File: src/rtl/chacha_pkg.sv
// Shared ChaCha20 types, constants and state-matrix helpers.
// The standard word n sits at matrix[3-n/4][3-n%4].
package chacha_pkg;

    typedef logic [31:0] word_t;
    typedef word_t [3:0][3:0] matrix_t;

    typedef struct packed {
        logic [1:0] row;
        logic [1:0] col;
    } pos_t;

    localparam word_t CHACHA_CONST [4] = '{
        32'h61707865, 32'h3320646e, 32'h79622d32, 32'h6b206574
    };

    typedef enum logic [2:0] {
        S_IDLE,
        S_LOAD,
        S_RUN,
        S_FFWD,
        S_EMIT,
        S_NEXT
    } seq_state_e;

    function automatic pos_t word_pos(input logic [3:0] n);
        pos_t p;
        p.row = 2'd3 - n[3:2];
        p.col = 2'd3 - n[1:0];
        return p;
    endfunction

    function automatic matrix_t build_state(
        input logic [255:0] key,
        input logic [95:0]  nonce,
        input word_t        ctr
    );
        matrix_t m;
        pos_t    p;
        word_t   w;
        m = '0;
        for (int n = 0; n < 16; n++) begin
            if (n < 4)
                w = CHACHA_CONST[n];
            else if (n < 12)
                w = key[32*(n-4) +: 32];
            else if (n == 12)
                w = ctr;
            else
                w = nonce[32*(n-13) +: 32];
            p = word_pos(4'(n));
            m[p.row][p.col] = w;
        end
        return m;
    endfunction

endpackage

File: src/rtl/chacha_block_sequencer.sv
// Sequences the external ChaCha20 round engine: load, run, feed-forward
// and stream 16 keystream words per block over valid/ready.
module chacha_block_sequencer
    import chacha_pkg::*;
#(
    parameter int NUM_BLOCKS  = 1,
    parameter int LOAD_CYCLES = 2
) (
    input  logic           clk,
    input  logic           rst_n,
    input  logic           start,
    input  logic [255:0]   key,
    input  logic [95:0]    nonce,
    input  logic [31:0]    init_counter,
    output logic           busy,
    output logic           setRounds,
    output matrix_t        chachamatrixIN,
    input  matrix_t        chachamatrixOUT,
    input  logic           blockready,
    output logic [31:0]    ks_word,
    output logic           ks_valid,
    input  logic           ks_ready,
    output logic           ks_last,
    output logic           ctr_wrap_err
);

    localparam pos_t CTR_POS = word_pos(4'd12);
    localparam pos_t W0_POS  = word_pos(4'd0);

    seq_state_e  state_q;
    matrix_t     matrix_q;
    matrix_t     sum_q;
    matrix_t     sum_d;
    logic [3:0]  idx_q;
    logic [7:0]  blk_q;
    logic [15:0] load_cnt_q;
    logic        br_q;
    logic        busy_q;
    logic        set_rounds_q;
    word_t       ks_word_q;
    logic        ks_valid_q;
    logic        ks_last_q;
    logic        err_q;
    pos_t        nxt_pos;
    word_t       nxt_word;
    logic        last_blk;

    assign busy           = busy_q;
    assign setRounds      = set_rounds_q;
    assign chachamatrixIN = matrix_q;
    assign ks_word        = ks_word_q;
    assign ks_valid       = ks_valid_q;
    assign ks_last        = ks_last_q;
    assign ctr_wrap_err   = err_q;

    assign last_blk = (blk_q == 8'(NUM_BLOCKS - 1));

    always_comb begin
        sum_d = '0;
        for (int r = 0; r < 4; r++) begin
            for (int c = 0; c < 4; c++) begin
                sum_d[r][c] = chachamatrixOUT[r][c] + matrix_q[r][c];
            end
        end
        nxt_pos  = word_pos(idx_q + 4'd1);
        nxt_word = sum_q[nxt_pos.row][nxt_pos.col];
    end

    always_ff @(posedge clk) begin
        if (!rst_n) begin
            state_q      <= S_IDLE;
            matrix_q     <= '0;
            sum_q        <= '0;
            idx_q        <= '0;
            blk_q        <= '0;
            load_cnt_q   <= '0;
            br_q         <= 1'b0;
            busy_q       <= 1'b0;
            set_rounds_q <= 1'b1;
            ks_word_q    <= '0;
            ks_valid_q   <= 1'b0;
            ks_last_q    <= 1'b0;
            err_q        <= 1'b0;
        end else begin
            br_q <= blockready;
            unique case (state_q)
                S_IDLE: begin
                    if (start) begin
                        matrix_q     <= build_state(key, nonce, init_counter);
                        busy_q       <= 1'b1;
                        err_q        <= 1'b0;
                        set_rounds_q <= 1'b1;
                        blk_q        <= '0;
                        load_cnt_q   <= '0;
                        state_q      <= S_LOAD;
                    end
                end
                S_LOAD: begin
                    if (load_cnt_q == 16'(LOAD_CYCLES - 1)) begin
                        set_rounds_q <= 1'b0;
                        state_q      <= S_RUN;
                    end else begin
                        load_cnt_q <= load_cnt_q + 16'd1;
                    end
                end
                S_RUN: begin
                    // Only a fresh 0->1 transition marks a finished block.
                    if (blockready && !br_q) begin
                        set_rounds_q <= 1'b1;
                        state_q      <= S_FFWD;
                    end
                end
                S_FFWD: begin
                    sum_q      <= sum_d;
                    ks_word_q  <= sum_d[W0_POS.row][W0_POS.col];
                    ks_valid_q <= 1'b1;
                    ks_last_q  <= 1'b0;
                    idx_q      <= '0;
                    state_q    <= S_EMIT;
                end
                S_EMIT: begin
                    if (ks_ready) begin
                        if (idx_q != 4'd15) begin
                            idx_q     <= idx_q + 4'd1;
                            ks_word_q <= nxt_word;
                            ks_last_q <= (idx_q == 4'd14) && last_blk;
                        end else begin
                            ks_valid_q <= 1'b0;
                            ks_last_q  <= 1'b0;
                            blk_q      <= blk_q + 8'd1;
                            if (last_blk) begin
                                busy_q  <= 1'b0;
                                state_q <= S_IDLE;
                            end else if (&matrix_q[CTR_POS.row][CTR_POS.col]) begin
                                err_q   <= 1'b1;
                                busy_q  <= 1'b0;
                                state_q <= S_IDLE;
                            end else begin
                                state_q <= S_NEXT;
                            end
                        end
                    end
                end
                S_NEXT: begin
                    matrix_q[CTR_POS.row][CTR_POS.col] <=
                        matrix_q[CTR_POS.row][CTR_POS.col] + 32'd1;
                    load_cnt_q <= '0;
                    state_q    <= S_LOAD;
                end
                default: begin
                    state_q <= S_IDLE;
                end
            endcase
        end
    end

endmodule

File: config.mk
export PLATFORM = sky130hd
export DESIGN_NAME = chacha_block_sequencer
export DESIGN_NICKNAME = d
export VERILOG_FILES = /design/src/rtl/chacha_pkg.sv /design/src/rtl/chacha_block_sequencer.sv
export SDC_FILE = /design/constraint.sdc
export NUM_CORES = 2
export LEC_CHECK = 0
export ABC_AREA = 0
export BUFFER_PORTS_ARGS = -buffer_cell sky130_fd_sc_hd__buf_4
export CORE_AREA = 5 5 565 567
export DETAILED_ROUTE_END_ITERATION = 8
export DIE_AREA = 0 0 570 572
export PLACE_DENSITY_LB_ADDON = 0.05
export SETUP_SLACK_MARGIN = 0.15
export SYNTH_ARGS = -nofsm -noshare
export SYNTH_HDL_FRONTEND = slang
export SYNTH_SLANG_ARGS = --single-unit
File: constraint.sdc
create_clock -name clk -period 5.85 [get_ports clk]
set_input_delay 0.2925 -clock clk [delete_from_list [all_inputs] [get_ports clk]]
set_output_delay 0.2925 -clock clk [all_outputs]
set_load 0.05 [all_outputs]
==> qor.txt <==
first drt pass iteration count = 5
number of enable-type register cells in the synthesized netlist = 0
half-perimeter wire length of the detailed placement result = 325 mm
clock-pin slew reported for the worst setup and hold paths after clock tree synthesis = 0.05 ns
Total Neg Setup Slack = 0 ns
Chip Height = 572 um
Period minus WS final = 4.82 ns
first-pass GRT wire length = 539 mm
cell chosen for the clock root = clkbuf_16
internal power summed over all cells = 16600 uW
number of levels the H-tree was split into = 4
#FFs+latches synth = 966
pin slew with the least headroom to its limit = 1.32 ns
Crit path max-delay family = buffers and inverters
Remaining Overflow, GRT = 0
leakage power figure = 0.0357 uW
fraction of registers with async set/reset = 0%
Synth warnings = 0
fraction of power consumed by combinational cells = 38.3%
RSZ-0062 raised after global routing = no
portion of the post-synthesis area used by sequential elements = 32.0%
start-to-end type of the worst setup path = reg -> reg
layout cell share with drive strength beyond 1 = 19.7%
per-cell via count in the routed design = 4.72
arrival time worst endpoint = 5.59 ns
number of antenna violations at the first check in global routing = 182
CP Launch Type = flop
buffers and inverters on the worst path = 3
setup bufs post-CTS = 0
average cell area after synthesis = 7.95 um2
biggest fanout along the worst timing path = 77
IR drop worst, VDD = 207 uV
count of clock tree sinks = 966
final net count = 10700
number of top-level pins = 1450
area growth from synthesis to layout = 42.8%
Die X-Extent = 570 um
floorplan row count = 206
Slew Limit Fails = 0
final routed wire length divided by cell count = 29.2 um
number of maximum-capacitance constraint violations = 0
Worst Setup End Kind = flop
final setup vio count = 0
Synth Cell Area = 60400 um2
wirelength, routed = 400 mm
area of the die = 326000 um2
sequential fraction of design power = 28.5%
maximum number of pins on one net before global-route repair = 181
result of the run = completed
Filler Cell Count = 34200
predominant post-synthesis flop cell = dfxtp_1
synth unique cells = 100
DRT iter0 DRCs = 4399
Cell Chain, Critical Path = buf_4 -> ha_1 -> a21oi_1 -> nand3b_1 -> o21ai_0 -> nor2_1 -> nor2_1 -> o21ai_0 -> dlygate4sd3_1 -> a311oi_1 -> dlygate4sd3_1
Synth Instances = 7597
clock tree from TritonCTS = built
fin crit share = 82.3%
Worst Skew = 0.0322 ns
overall routing resource usage = 23.3%
Tightest Hold Check Type = in -> reg
required time at the worst-slack endpoint = 6.62 ns
starting utilization of the core area = 19.3%
Clock Latency Late Sink = 0.83 ns
RePlAce Congestion = 0.872
proportion of total power due to net switching = 41.5%
core region area = 314000 um2
final hold violation count = 0
Vias = 64700
total power density per cell area = 328 nW/um2
CP max-delay cell = dfxtp_4
number of nets still failing antenna checks after routing = 0
Max Clk Rate = 0.208 GHz
buffers from clock root to sink, at most = 4
maximum single-stage delay on the critical path = 1.00 ns
Switching Power = 11700 uW
remaining routing DRC violations = 0
input/output buffers = 1377
power share of the clock group = 33.2%
via count of the first global-routing pass = 63900
Inserted Clock Buffers = 147
worst slew margin relative to its limit = 10.8%
final total power = 28300 uW
power groups by stage:
stage,registers (uW),clock network [uW],logic [uW]
CTS,8080,9770,11000
floorplan,9130,0,5360
global route,8120,9940,11700
finish,8050,9390,10800
detailed placement,8220,0,10500
global placement,8230,0,10500
cells in the mapped netlist (132+ instances only):
cell type	number	area share (%)
nand2_1	1621	10
a21oi_1	1063	8.8
dfxtp_1	966	32
ha_1	438	9.1
o21ai_0	410	3.4
clkbuf_1	385	2.4
nor2_1	370	2.3
xnor2_1	271	3.9
a21o_1	205	2.5
xor2_1	188	2.7
nand3_1	147	1.2
buf_4	132	1.6
repair_timing:
item	4_1_cts	5_1_grt
setup endpoints to repair	0	0
hold buffers	688	0
gates resized for setup	0	0
endpoints found under the hold margin	681	0
area by class of cell:
class | count | area (um2) | share of cell area [%]
multi-input combinational | 6057 | 38500 | 44.6
sequential | 966 | 19300 | 22.4
timing repair buffer | 2123 | 17800 | 20.7
tap | 4160 | 5200 | 6.03
clock buffer | 213 | 4350 | 5.05
clock inverter | 43 | 564 | 0.654
inverter | 91 | 349 | 0.405
antenna | 44 | 110 | 0.128
worst paths after layout:
kind / startpoint / to / slack (ns) / depth (start not counted)
worst min register to register: sum_q[493]$_SDFFE_PN0P_ / sum_q[493]$_SDFFE_PN0P_ / 0.44 / 2
worst min-delay path: chachamatrixOUT[65] / sum_q[65]$_SDFFE_PN0P_ / 0.06 / 4
worst max register to register: chachamatrixIN[480]$_SDFFE_PN0P_ / sum_q[436]$_SDFFE_PN0P_ / 1.03 / 11
worst max-delay path: chachamatrixIN[480]$_SDFFE_PN0P_ / sum_q[436]$_SDFFE_PN0P_ / 1.03 / 11
state kept, by name, indices dropped and copies added, names as in the netlist:
name	cells
br_q	1
ctr_wrap_err	1
state_q	3
idx_q	4
load_cnt_q	16
sum_q	512
ks_last	1
blk_q	8
setRounds	1
busy	1
ks_valid	1
chachamatrixIN	385
ks_word	32
routing by layer:
| layer | wire, um | track usage (%) | vias up |
|---|---|---|---|
| met5 | 562 | 0 | - |
| met4 | 10400 | 5.51 | 90 |
| met3 | 26900 | 5.67 | 448 |
| met2 | 182000 | 37.9 | 2020 |
| met1 | 181000 | 31.1 | 31600 |
| li1 | - | - | 30600 |
through the flow:
stage | setup WS [ns] | utilization [%] | hold WS (ns) | std cells | instance area (um2)
2_1_floorplan | 0.739 | - | 0.414 | 7668 | 60700
5_1_grt | 0.715 | 27.5 | 0.0519 | 13700 | 86200
6_report | 1.03 | 27.5 | 0.0623 | 13700 | 86300
3_5_place_dp | 1.46 | 23.7 | 0.439 | 12700 | 74400
3_3_place_gp | 1.50 | 23.7 | 0.437 | 12700 | 74400
4_1_cts | 1.06 | 27.5 | 0.00106 | 13700 | 86200
kinds of logic after synthesis:
family / Yosys count / synth area share (%)
other cells: 1 / 0.00621
buf+inv: 645 / 4.90
flops: 966 / 32.0
compound gates: 2353 / 23.8
fa+ha+maj: 451 / 9.50
simple gates: 2579 / 18.3
mux: 142 / 4.80
xor+xnor: 460 / 6.70
cell usage in the layout, fill, tap and decap left out, types with 188 or more instances in the layout:
master / instances
dfxtp_1: 963
a21o_1: 205
a21oi_1: 1063
buf_4: 1420
xnor2_1: 262
nor2_1: 365
xor2_1: 188
ha_1: 437
o21ai_0: 410
nand2_1: 1620
dlygate4sd3_1: 688
worst register-to-register path, cell delays in order, from the launching register on:
cell and delay, ns:
dfxtp_4 1.00, buf_4 0.66, ha_1 0.46, a21oi_1 0.23
nand3b_1 0.10, o21ai_0 0.49, nor2_1 0.08, nor2_1 0.27
o21ai_0 0.11, dlygate4sd3_1 0.56, a311oi_1 0.26, dlygate4sd3_1 0.58
No activity file was read; power rests on OpenSTA's default activity.
